$ cat config.mk
export PLATFORM = sky130hd
export DESIGN_NAME = rggen_indirect_register_port_flat
export DESIGN_NICKNAME = d
export VERILOG_FILES = /design/src/rtl/rggen_indirect_register_port_pkg.sv /design/src/rtl/rggen_register_if.sv /design/src/rtl/rggen_access_timeout.sv /design/src/rtl/rggen_indirect_register_port.sv /design/src/flat_wrapper.sv
export SDC_FILE = /design/constraint.sdc
export NUM_CORES = 1
export LEC_CHECK = 0
export ABC_CLOCK_PERIOD_IN_PS = 2220
export CAP_MARGIN = 20
export CORE_MARGIN = 3
export CORE_UTILIZATION = 23
export CTS_CLUSTER_DIAMETER = 50
export DETAILED_ROUTE_END_ITERATION = 16
export GPL_TIMING_DRIVEN = 0
export PLACE_DENSITY = 0.53
export SLEW_MARGIN = 30
export SYNTH_ARGS = -nofsm -noshare
export SYNTH_HDL_FRONTEND = slang
export SYNTH_SLANG_ARGS = --single-unit
$ cat constraint.sdc
create_clock -name clk -period 2.22 [get_ports clk]
set_input_delay 0.444 -clock clk [delete_from_list [all_inputs] [get_ports clk]]
set_output_delay 0.444 -clock clk [all_outputs]
set_load 0.02 [all_outputs]
$ cat src/rtl/rggen_indirect_register_port_pkg.sv
// Shared types for the storage-backed indirect register port.
package rggen_indirect_register_port_pkg;

    typedef enum logic [1:0] {
        IDLE,
        ACCESS,
        DONE
    } state_e;

    localparam logic [1:0] OKAY        = 2'b00;
    localparam logic [1:0] SLAVE_ERROR = 2'b10;

endpackage

$ cat src/rtl/rggen_register_if.sv
// Register bus connection between the bus decoder and one register instance.
interface rggen_register_if #(
    parameter int ADDRESS_WIDTH = 16,
    parameter int DATA_WIDTH    = 32
);
    logic                     request;
    logic [ADDRESS_WIDTH-1:0] address;
    logic                     write;
    logic [DATA_WIDTH-1:0]    write_data;
    logic [DATA_WIDTH-1:0]    strobe;
    logic                     select;
    logic                     ready;
    logic [DATA_WIDTH-1:0]    read_data;
    logic [1:0]               status;

    modport control (
        input  request,
        input  address,
        input  write,
        input  write_data,
        input  strobe,
        output select,
        output ready,
        output read_data,
        output status
    );

    modport master (
        output request,
        output address,
        output write,
        output write_data,
        output strobe,
        input  select,
        input  ready,
        input  read_data,
        input  status
    );
endinterface

$ cat src/rtl/rggen_access_timeout.sv
// Wait-cycle counter bounding one storage access; expired stays low when disabled.
module rggen_access_timeout #(
    parameter int unsigned TIMEOUT_CYCLES = 15
) (
    input  logic clk,
    input  logic rst_n,
    input  logic i_clear,
    input  logic i_enable,
    output logic o_expired
);

    if (TIMEOUT_CYCLES == 0) begin : g_no_timeout
        logic unused_inputs;
        assign unused_inputs = ^{clk, rst_n, i_clear, i_enable};
        assign o_expired     = 1'b0;
    end else begin : g_timeout
        localparam int unsigned    CW    = $clog2(TIMEOUT_CYCLES + 1);
        localparam logic [CW-1:0]  LIMIT = CW'(TIMEOUT_CYCLES);

        logic [CW-1:0] count_q;
        logic [CW-1:0] count_d;

        // Count waiting cycles, holding at the limit until cleared
        always_comb begin
            count_d = count_q;
            if (i_clear) begin
                count_d = '0;
            end else if (i_enable && (count_q != LIMIT)) begin
                count_d = count_q + 1'b1;
            end
        end

        // Counter register
        always_ff @(posedge clk or negedge rst_n) begin
            if (!rst_n) begin
                count_q <= '0;
            end else begin
                count_q <= count_d;
            end
        end

        assign o_expired = (count_q == LIMIT);
    end

endmodule

$ cat src/rtl/rggen_indirect_register_port.sv
// Indirect register whose entries live in external storage behind a
// valid/ready port, with index range check, timeout and auto-increment.
module rggen_indirect_register_port
    import rggen_indirect_register_port_pkg::*;
#(
    parameter int                     ADDRESS_WIDTH  = 16,
    parameter logic [ADDRESS_WIDTH-1:0] START_ADDRESS = '0,
    parameter logic [ADDRESS_WIDTH-1:0] END_ADDRESS   = '0,
    parameter int                     DATA_WIDTH     = 32,
    parameter logic [DATA_WIDTH-1:0]  VALID_BITS     = '1,
    parameter int                     INDEX_WIDTH    = 8,
    parameter int unsigned            DEPTH          = 256,
    parameter bit                     AUTO_INCREMENT = 1'b0,
    parameter int unsigned            TIMEOUT_CYCLES = 15
) (
    input  logic                   clk,
    input  logic                   rst_n,
    rggen_register_if.control      register_if,
    input  logic [INDEX_WIDTH-1:0] i_index,
    output logic                   o_index_inc,
    output logic [INDEX_WIDTH-1:0] o_next_index,
    output logic                   o_ext_valid,
    output logic                   o_ext_write,
    output logic [INDEX_WIDTH-1:0] o_ext_index,
    output logic [DATA_WIDTH-1:0]  o_ext_write_data,
    output logic [DATA_WIDTH-1:0]  o_ext_strobe,
    input  logic                   i_ext_ready,
    input  logic [DATA_WIDTH-1:0]  i_ext_read_data,
    input  logic                   i_ext_error
);

    localparam logic [INDEX_WIDTH:0] DEPTH_EXT  = (INDEX_WIDTH + 1)'(DEPTH);
    localparam logic [INDEX_WIDTH:0] LAST_INDEX = DEPTH_EXT - 1'b1;

    state_e                 state_q, state_d;
    logic [INDEX_WIDTH-1:0] index_q, index_d;
    logic [INDEX_WIDTH-1:0] next_index_q, next_index_d;
    logic                   write_q, write_d;
    logic [DATA_WIDTH-1:0]  wdata_q, wdata_d;
    logic [DATA_WIDTH-1:0]  strobe_q, strobe_d;
    logic [DATA_WIDTH-1:0]  rdata_q, rdata_d;
    logic [1:0]             status_q, status_d;
    logic                   ready_q, ready_d;
    logic                   valid_q, valid_d;
    logic                   inc_q, inc_d;

    logic                   address_match;
    logic [INDEX_WIDTH:0]   index_ext;
    logic [INDEX_WIDTH:0]   next_ext;
    logic                   in_range;
    logic                   expired;

    assign address_match = register_if.request
                        && (register_if.address >= START_ADDRESS)
                        && (register_if.address <= END_ADDRESS);

    assign index_ext = {1'b0, i_index};
    assign in_range  = (index_ext < DEPTH_EXT);
    assign next_ext  = (index_ext == LAST_INDEX) ? '0 : index_ext + 1'b1;

    rggen_access_timeout #(
        .TIMEOUT_CYCLES (TIMEOUT_CYCLES)
    ) u_timeout (
        .clk       (clk),
        .rst_n     (rst_n),
        .i_clear   (state_q != ACCESS),
        .i_enable  ((state_q == ACCESS) && !i_ext_ready),
        .o_expired (expired)
    );

    // Next-state and registered-output values for the access sequence
    always_comb begin
        state_d      = state_q;
        index_d      = index_q;
        next_index_d = next_index_q;
        write_d      = write_q;
        wdata_d      = wdata_q;
        strobe_d     = strobe_q;
        rdata_d      = rdata_q;
        status_d     = status_q;
        ready_d      = 1'b0;
        valid_d      = 1'b0;
        inc_d        = 1'b0;
        case (state_q)
            IDLE: begin
                if (address_match) begin
                    index_d      = i_index;
                    next_index_d = next_ext[INDEX_WIDTH-1:0];
                    write_d      = register_if.write;
                    wdata_d      = register_if.write ? (register_if.write_data & VALID_BITS) : '0;
                    strobe_d     = register_if.write ? (register_if.strobe & VALID_BITS) : '0;
                    if (in_range) begin
                        state_d = ACCESS;
                        valid_d = 1'b1;
                    end else begin
                        state_d  = DONE;
                        ready_d  = 1'b1;
                        rdata_d  = '0;
                        status_d = SLAVE_ERROR;
                    end
                end
            end
            ACCESS: begin
                valid_d = 1'b1;
                // A completion arriving in the expiry cycle still wins
                if (i_ext_ready) begin
                    state_d  = DONE;
                    valid_d  = 1'b0;
                    ready_d  = 1'b1;
                    rdata_d  = write_q ? '0 : (i_ext_read_data & VALID_BITS);
                    status_d = i_ext_error ? SLAVE_ERROR : OKAY;
                    inc_d    = AUTO_INCREMENT && !i_ext_error;
                end else if (expired) begin
                    state_d  = DONE;
                    valid_d  = 1'b0;
                    ready_d  = 1'b1;
                    rdata_d  = '0;
                    status_d = SLAVE_ERROR;
                end
            end
            DONE: begin
                state_d = IDLE;
            end
            default: begin
                state_d = IDLE;
            end
        endcase
    end

    // State and output registers
    always_ff @(posedge clk or negedge rst_n) begin
        if (!rst_n) begin
            state_q      <= IDLE;
            index_q      <= '0;
            next_index_q <= '0;
            write_q      <= 1'b0;
            wdata_q      <= '0;
            strobe_q     <= '0;
            rdata_q      <= '0;
            status_q     <= OKAY;
            ready_q      <= 1'b0;
            valid_q      <= 1'b0;
            inc_q        <= 1'b0;
        end else begin
            state_q      <= state_d;
            index_q      <= index_d;
            next_index_q <= next_index_d;
            write_q      <= write_d;
            wdata_q      <= wdata_d;
            strobe_q     <= strobe_d;
            rdata_q      <= rdata_d;
            status_q     <= status_d;
            ready_q      <= ready_d;
            valid_q      <= valid_d;
            inc_q        <= inc_d;
        end
    end

    assign register_if.select    = address_match;
    assign register_if.ready     = ready_q;
    assign register_if.read_data = rdata_q;
    assign register_if.status    = status_q;

    assign o_index_inc      = inc_q;
    assign o_next_index     = next_index_q;
    assign o_ext_valid      = valid_q;
    assign o_ext_write      = write_q;
    assign o_ext_index      = index_q;
    assign o_ext_write_data = wdata_q;
    assign o_ext_strobe     = strobe_q;

endmodule

$ cat src/flat_wrapper.sv
// flat-port wrapper written by rule: the top's interface ports become plain ports
module rggen_indirect_register_port_flat import rggen_indirect_register_port_pkg::*;
#(
    parameter int                     ADDRESS_WIDTH  = 16,
    parameter logic [ADDRESS_WIDTH-1:0] START_ADDRESS = '0,
    parameter logic [ADDRESS_WIDTH-1:0] END_ADDRESS   = '0,
    parameter int                     DATA_WIDTH     = 32,
    parameter logic [DATA_WIDTH-1:0]  VALID_BITS     = '1,
    parameter int                     INDEX_WIDTH    = 8,
    parameter int unsigned            DEPTH          = 256,
    parameter bit                     AUTO_INCREMENT = 1'b0,
    parameter int unsigned            TIMEOUT_CYCLES = 15
)
  (clk, rst_n, i_index, o_index_inc, o_next_index, o_ext_valid, o_ext_write, o_ext_index, o_ext_write_data, o_ext_strobe, i_ext_ready, i_ext_read_data, i_ext_error, register_if_request, register_if_address, register_if_write, register_if_write_data, register_if_strobe, register_if_select, register_if_ready, register_if_read_data, register_if_status);
  rggen_register_if #(.ADDRESS_WIDTH(ADDRESS_WIDTH), .DATA_WIDTH(DATA_WIDTH)) register_if_i ();
  input  logic clk;
  input  logic rst_n;
  input  logic [INDEX_WIDTH-1:0] i_index;
  output logic o_index_inc;
  output logic [INDEX_WIDTH-1:0] o_next_index;
  output logic o_ext_valid;
  output logic o_ext_write;
  output logic [INDEX_WIDTH-1:0] o_ext_index;
  output logic [DATA_WIDTH-1:0] o_ext_write_data;
  output logic [DATA_WIDTH-1:0] o_ext_strobe;
  input  logic i_ext_ready;
  input  logic [DATA_WIDTH-1:0] i_ext_read_data;
  input  logic i_ext_error;
  input wire logic [$bits(register_if_i.request)-1:0] register_if_request;
  input wire logic [$bits(register_if_i.address)-1:0] register_if_address;
  input wire logic [$bits(register_if_i.write)-1:0] register_if_write;
  input wire logic [$bits(register_if_i.write_data)-1:0] register_if_write_data;
  input wire logic [$bits(register_if_i.strobe)-1:0] register_if_strobe;
  output wire logic [$bits(register_if_i.select)-1:0] register_if_select;
  output wire logic [$bits(register_if_i.ready)-1:0] register_if_ready;
  output wire logic [$bits(register_if_i.read_data)-1:0] register_if_read_data;
  output wire logic [$bits(register_if_i.status)-1:0] register_if_status;
  assign register_if_i.request = register_if_request;
  assign register_if_i.address = register_if_address;
  assign register_if_i.write = register_if_write;
  assign register_if_i.write_data = register_if_write_data;
  assign register_if_i.strobe = register_if_strobe;
  assign register_if_select = register_if_i.select;
  assign register_if_ready = register_if_i.ready;
  assign register_if_read_data = register_if_i.read_data;
  assign register_if_status = register_if_i.status;
  rggen_indirect_register_port #(.ADDRESS_WIDTH(ADDRESS_WIDTH), .START_ADDRESS(START_ADDRESS), .END_ADDRESS(END_ADDRESS), .DATA_WIDTH(DATA_WIDTH), .VALID_BITS(VALID_BITS), .INDEX_WIDTH(INDEX_WIDTH), .DEPTH(DEPTH), .AUTO_INCREMENT(AUTO_INCREMENT), .TIMEOUT_CYCLES(TIMEOUT_CYCLES)) u_core (.clk(clk), .rst_n(rst_n), .register_if(register_if_i), .i_index(i_index), .o_index_inc(o_index_inc), .o_next_index(o_next_index), .o_ext_valid(o_ext_valid), .o_ext_write(o_ext_write), .o_ext_index(o_ext_index), .o_ext_write_data(o_ext_write_data), .o_ext_strobe(o_ext_strobe), .i_ext_ready(i_ext_ready), .i_ext_read_data(i_ext_read_data), .i_ext_error(i_ext_error));
endmodule
# [Yosys cells after proc, flatten, opt, wreduce, memory -nomap -nowiden]
# Cells that the tools add are included.
[classes] reduce_logical=11 n_mux=31 n_lt_le_gt_ge=3 addsub=2 eq_ne=8
[op_table] operator="32-bit 2-to-1 mux" n=7
[op_table] operator="32-bit case mux with 2 select lines" n=1
[op_table] operator="16-bit by 1-bit greater-or-equal comparator with 1-bit output (second input constant)" n=1
[op_table] operator="16-bit by 1-bit <= comparator with 1-bit output (second input constant)" n=1
[op_table] operator="2-bit 2-to-1 mux" n=8
[op_table] operator="8-bit by 9-bit less-than comparator with 1-bit output (second input constant)" n=1
[op_table] operator="8-bit by 1-bit adder with 8-bit output (second input constant)" n=1
[op_table] operator="8-bit == test (second input constant)" n=1
[op_table] operator="1-bit 2-to-1 mux" n=8
[op_table] operator="4-bit 2-to-1 mux" n=2
[op_table] operator="8-bit 2-to-1 mux" n=1
[op_table] operator="2-bit case mux with 2 select lines" n=2
[op_table] operator="4-bit by 1-bit adder with 4-bit output (second input constant)" n=1
[op_table] operator="4-bit == test (second input constant)" n=1
[op_table] operator="1-bit logical AND" n=4
[op_table] operator="2-bit inequality test (second input constant)" n=2
[op_table] operator="4-bit inequality test (second input constant)" n=1
[op_table] operator="1-bit case mux with 2 select lines" n=2
[op_table] operator="2-bit AND reduction" n=2
[op_table] operator="4-bit AND reduction" n=1
[op_table] operator="2-bit nonzero test" n=2
[op_table] operator="3-bit by 2-bit inequality test with 1-bit output (second input constant)" n=1
[op_table] operator="2-bit by 1-bit == test with 1-bit output (second input constant)" n=1
[op_table] operator="2-bit zero test" n=1
[op_table] operator="2 further kinds" n=2
[totals] in_bits=126 elab_cells=66 register_bits=123 output_inout_bits=119

# [Longest topological paths before layout]
[depth] ltp_word=5 mapped_depth=8 depth_no_buf=6

# [Cells and area by module]
# From an unflattened synthesis, not the netlist that was laid out.
[unflattened] hier_cells=514 hier_area_um2=5332.6
[by_module_without_submodules] module="rggen_indirect_register_port" cells_each=494 area_each_um2=5103.6 seq_area_each_um2=2952.8 instances=1
[by_module_without_submodules] module="rggen_access_timeout" cells_each=20 area_each_um2=229.0 seq_area_each_um2=100.1 instances=1

# [Least setup slack after synthesis]
# No wires, ideal clock.
[synth_timing] path_kind="input to register" from="input register_if_address[3]" to="register u_core.next_index_q[2], in the netlist u_core.o_next_index[2]" n_path_buf=2 setup_slack_ps=384 setup_ps=127 cell_stages=6 t_required_ps=2093 arrival_ps=1709 path_cell_list="nor4_2 -> nand2_1 -> nor4_2 -> buf_4 -> buf_12 -> mux2_1"
[synth_via] elab_chain_cells=4 elab_cells_between_ends=5 cone_classes="2 x order compare; 3 x reduce/logical"
[synth_lines] item="start, declared" line_no="flat_wrapper.sv:30" text="input wire logic [$bits(register_if_i.address)-1:0] register_if_address;"
[synth_lines] item="16-bit by 1-bit greater-or-equal comparator with 1-bit output" line_no="rggen_indirect_register_port.sv:54" text="&& (register_if.address >= START_ADDRESS)"
[synth_lines] item="1-bit logical AND" line_no="rggen_indirect_register_port.sv:54"
[synth_lines] item="1-bit logical AND *" line_no="rggen_indirect_register_port.sv:55" text="&& (register_if.address <= END_ADDRESS);"
[synth_lines] item="2-bit AND reduction (no source line) *"
[synth_lines] item="end signal, assigned" line_no="rggen_indirect_register_port.sv:147" text="next_index_q <= next_index_d;"
[synth_lines] item="end, declared" line_no="rggen_indirect_register_port.sv:37" text="logic [INDEX_WIDTH-1:0] next_index_q, next_index_d;"
# Mark *: on every way between the ends. The rest lies on a longest branch, timed or not.
# A chain may end at the register's enable or synchronous reset.

# [Worst setup path after layout]
[layout_timing] from="input register_if_address[3]" to="output register_if_select"
[layout_via] elab_chain_cells=3 elab_cells_between_ends=4 cone_classes="2 x order compare; 2 x reduce/logical"
[layout_lines] item="16-bit by 1-bit greater-or-equal comparator with 1-bit output" line_no="rggen_indirect_register_port.sv:54"
[layout_lines] item="1-bit logical AND" line_no="rggen_indirect_register_port.sv:54"
[layout_lines] item="1-bit logical AND *" line_no="rggen_indirect_register_port.sv:55"
[layout_lines] item="end, declared" line_no="flat_wrapper.sv:34" text="output wire logic [$bits(register_if_i.select)-1:0] register_if_select;"
# Marked as above.

==> run metrics <==
area added between synthesis and finish=66.8%; number of inserted filler cells in the final layout=2282; Final nets=910; maximum clock frequency=472 MHz; overall power after layout=0.00558 W; routed wirelength normalized by instance count=15.2 µm; initial standard-cell utilization of the core=23.5%; Vert. Die Dim=158 µm; worst setup path start=register_if_address[3]; Layout Cell Area excl Fill=8890 µm²; Layout Cells excl Fill=1080; Arr. time, crit path=1670 ps; Inserted Clock Buffers=17; routed via count=4419; remaining number of nets flagged by the antenna check after routing=0; data required time at the worst endpoint=1780 ps; clock latency on the worst-skew pair=410 ps; FF-to-FF setup slack=310 ps; die span in x=158 µm; share of cells above drive strength 1=10.2%; summed instance area of the synthesized netlist=5330 µm²; part of the cycle the worst path needs=95.4%; final standard cell utilization of the core=39.2%; number of design rule violations left after detail routing=0; largest delay contributor family on the critical path=simple AND/OR/NAND/NOR gates; number of buffer cells added on primary ports=241; leakage power figure=4.16 nW; run status=finished clean; total count of hold-check failures in the final report=0; endpoint kind of the worst setup timing path=primary output; Final HPWL DP=11.5 mm; number of global-route vias before repair=4544; remaining global-route overflow=0; Rows=55; pins over their slew limit=0; count of routing violations after the opening detailed-route iteration=159; final setup slack of the worst path=101 ps; CTS tree=done; min cycle time layout=2120 ps; startpoint of the lowest-slack register-to-register path=u_core.u_timeout.g_timeout.count_q[0]; Routability Congestion=0.711; drt first pass iters=4; cell at the slowest stage of the critical path=sky130_fd_sc_hd__clkdlybuf4s50_1; post-synthesis instance total=511; routed vias/inst=4.09; overall routing resource usage=12.9%; most used cells in the layout excluding fill and tap cells=sky130_fd_sc_hd__clkdlybuf4s50_1 (231), sky130_fd_sc_hd__nand2_1 (133), sky130_fd_sc_hd__dfrtp_1 (122), sky130_fd_sc_hd__inv_1 (58), sky130_fd_sc_hd__mux2i_1 (57); Core ar.=22700 µm²; Setup crit start kind=input port; depth of the CTS H-tree=4; number of cells after detailed placement=1039; synthesized flop and latch total=122; area after detailed placement=8140 µm²; initial antenna violation count=1; capturing point of the worst reg2reg path=u_core.register_if.read_data[6]; sequential cell area fraction in the yosys report=57.3%; largest net degree at the start of global routing=65; clock slew at the register clock pins of the worst setup and hold paths=60 ps; most common cell after layout, fill and taps aside=sky130_fd_sc_hd__clkdlybuf4s50_1; Hold/Removal Path Class=input port to register; antenna diode count=0; Clk Tree Root Cell=sky130_fd_sc_hd__clkbuf_16; Max stage delay on crit path=450 ps; Worst slew margin=55.9%; CP Class=input port to primary output; Die Area=25000 µm²; power density cells=628 nW/µm²; transition at the pin with the smallest max-transition slack=662 ps; Finish-stage setup viols=0; skew final=9.90 ps; Clock Sink Count=122; critical path, cell by cell=clkdlybuf4s50_1 -> nor4_4 -> nand2_1 -> nor2_2 -> buf_4; total buffers and inverters traversed by the critical path=2; Post-Place Worst Slack=-748 ps; number of distinct standard cells referenced by the synthesized netlist=37; Max Cap Viol=0; total wire length after detailed routing=16.4 mm; maximum vdd ir drop=0.000428 V; Levels on crit path=5; wire length of the first global-routing pass=25.1 mm; Warnings, synthesis=0; Post-Synthesis Mean Instance Area=10.4 µm²; top-level port count=245; Setup crit end=register_if_select; worst reg-to-reg path cell count=7; buffers from clock root to sink, at most=2; crit-path max FO=2
repair_timing:
| action | in CTS | in global routing |
|---|---|---|
| gates cloned | 0 | 2 |
| pin swaps | 2 | 4 |
| buffers inserted | 2 | 4 |
| endpoints found under the setup margin | 1 | 96 |
| resized for setup | 10 | 18 |
| hold buffers | 1 | 0 |
| hold endpoints to repair | 58 | 0 |
report_power, final:
part	switching, W	leakage, nW	internal (W)
Combinational	0.000246	2.50	0.000313
Sequential	0.0000226	1.39	0.00227
Clock	0.00105	0.274	0.00169
Total	0.00132	4.16	0.00427
final cells by class:
class	count	area (µm²)	area share [%]
tap	285	357	4.01
clock buffer	22	454	5.11
timing repair buffer	251	2560	28.8
inverter	59	221	2.49
sequential	122	3050	34.3
multi-input combinational	302	1910	21.4
buffer	29	221	2.49
clock inverter	10	120	1.35
per-stage QoR:
stage / TNS [ps] / hold WS, ps
after floorplan: 0 / 148
after global placement: -591480 / 450
after detailed placement: -20670 / 411
after CTS: 0 / 417
after global routing: -2.54 / 472
final: 0 / 437
worst min path at each step:
stage	end	from	slack [ps]	depth (start not counted)
final	u_core.o_ext_write_data[8]	register_if_write	440	3
after global routing	u_core.o_ext_write_data[11]	register_if_write	470	3
after CTS	u_core.o_ext_write_data[8]	register_if_write	420	3
after detailed placement	u_core.o_ext_index[2]	rst_n	410	1
after global placement	u_core.register_if.read_data[27]	u_core.register_if.read_data[27]	450	2
after floorplan	u_core.o_ext_index[0]	rst_n	150	0
synthesized netlist by cell type:
| library cell | n | area [µm²] |
|---|---|---|
| sky130_fd_sc_hd__nand2_1 | 133 | 499 |
| sky130_fd_sc_hd__buf_12 | 2 | 40.0 |
| sky130_fd_sc_hd__and4b_1 | 1 | 10.0 |
| sky130_fd_sc_hd__nor2b_1 | 1 | 6.26 |
| sky130_fd_sc_hd__nand4_1 | 1 | 6.26 |
| sky130_fd_sc_hd__a41oi_1 | 1 | 8.76 |
| sky130_fd_sc_hd__nor2_1 | 10 | 37.5 |
| sky130_fd_sc_hd__nand2b_1 | 2 | 12.5 |
| sky130_fd_sc_hd__xnor2_1 | 3 | 26.3 |
| sky130_fd_sc_hd__nor4_1 | 2 | 12.5 |
| sky130_fd_sc_hd__buf_6 | 6 | 67.6 |
| sky130_fd_sc_hd__o31ai_1 | 1 | 7.51 |
| sky130_fd_sc_hd__o32a_1 | 1 | 10.0 |
| sky130_fd_sc_hd__nor4_2 | 2 | 25.0 |
| sky130_fd_sc_hd__nand3_1 | 36 | 180 |
| sky130_fd_sc_hd__mux2_2 | 2 | 22.5 |
| sky130_fd_sc_hd__and3_1 | 1 | 6.26 |
| sky130_fd_sc_hd__or2_2 | 2 | 12.5 |
| sky130_fd_sc_hd__a21oi_1 | 1 | 5.00 |
| sky130_fd_sc_hd__clkbuf_1 | 11 | 41.3 |
| sky130_fd_sc_hd__nand4b_1 | 1 | 8.76 |
| sky130_fd_sc_hd__and4_1 | 2 | 17.5 |
| sky130_fd_sc_hd__inv_1 | 58 | 218 |
| sky130_fd_sc_hd__buf_2 | 4 | 20.0 |
| sky130_fd_sc_hd__mux2_1 | 4 | 45.0 |
| sky130_fd_sc_hd__xor2_1 | 5 | 43.8 |
| sky130_fd_sc_hd__dfrtp_1 | 122 | 3050 |
| sky130_fd_sc_hd__mux2i_1 | 57 | 571 |
| sky130_fd_sc_hd__a31oi_1 | 1 | 6.26 |
| sky130_fd_sc_hd__buf_4 | 4 | 30.0 |
| sky130_fd_sc_hd__inv_2 | 1 | 3.75 |
| sky130_fd_sc_hd__conb_1 | 1 | 3.75 |
| sky130_fd_sc_hd__o21ai_0 | 17 | 85.1 |
| sky130_fd_sc_hd__nor3_1 | 1 | 5.00 |
| sky130_fd_sc_hd__ha_1 | 2 | 25.0 |
| sky130_fd_sc_hd__buf_1 | 2 | 7.51 |
| sky130_fd_sc_hd__mux2_4 | 10 | 150 |
logic make-up after synthesis:
| kind of cell | count (synthesis) | synth area share (%) |
|---|---|---|
| fa+ha+maj | 2 | 0.469 |
| xor+xnor | 8 | 1.31 |
| other cells | 1 | 0.0704 |
| compound gates | 22 | 2.30 |
| mux | 73 | 14.8 |
| buf+inv | 88 | 8.03 |
| flops | 122 | 57.3 |
| simple gates | 195 | 15.8 |
registers in the layout (all words and copies together) (netlist names), 2 cells and up:
name	count
u_core.o_ext_strobe	32
u_core.o_ext_write_data	32
u_core.register_if.read_data	32
u_core.o_ext_index	8
u_core.o_next_index	8
u_core.u_timeout.g_timeout.count_q	4
u_core.state_q	2
worst reg2reg max path, stage by stage, from the launching register on:
cell and delay [ps]:
sky130_fd_sc_hd__dfrtp_1 410, sky130_fd_sc_hd__ha_1 230, sky130_fd_sc_hd__a31oi_2 340, sky130_fd_sc_hd__or2_2 170, sky130_fd_sc_hd__buf_4 140, sky130_fd_sc_hd__clkbuf_1 380
sky130_fd_sc_hd__nand2_1 100, sky130_fd_sc_hd__nand2_1 60
routing by layer:
layer / GRT usage [%] / vias to the layer above / share of wire [%]
met4: 4.18 / 2 / 1.2
met3: 5.11 / 15 / 8.5
met5: 0 / - / 0.12
met2: 20.5 / 139 / 46
li1: - / 2174 / -
met1: 16.2 / 2089 / 44
(Power assumes the default switching activity.)
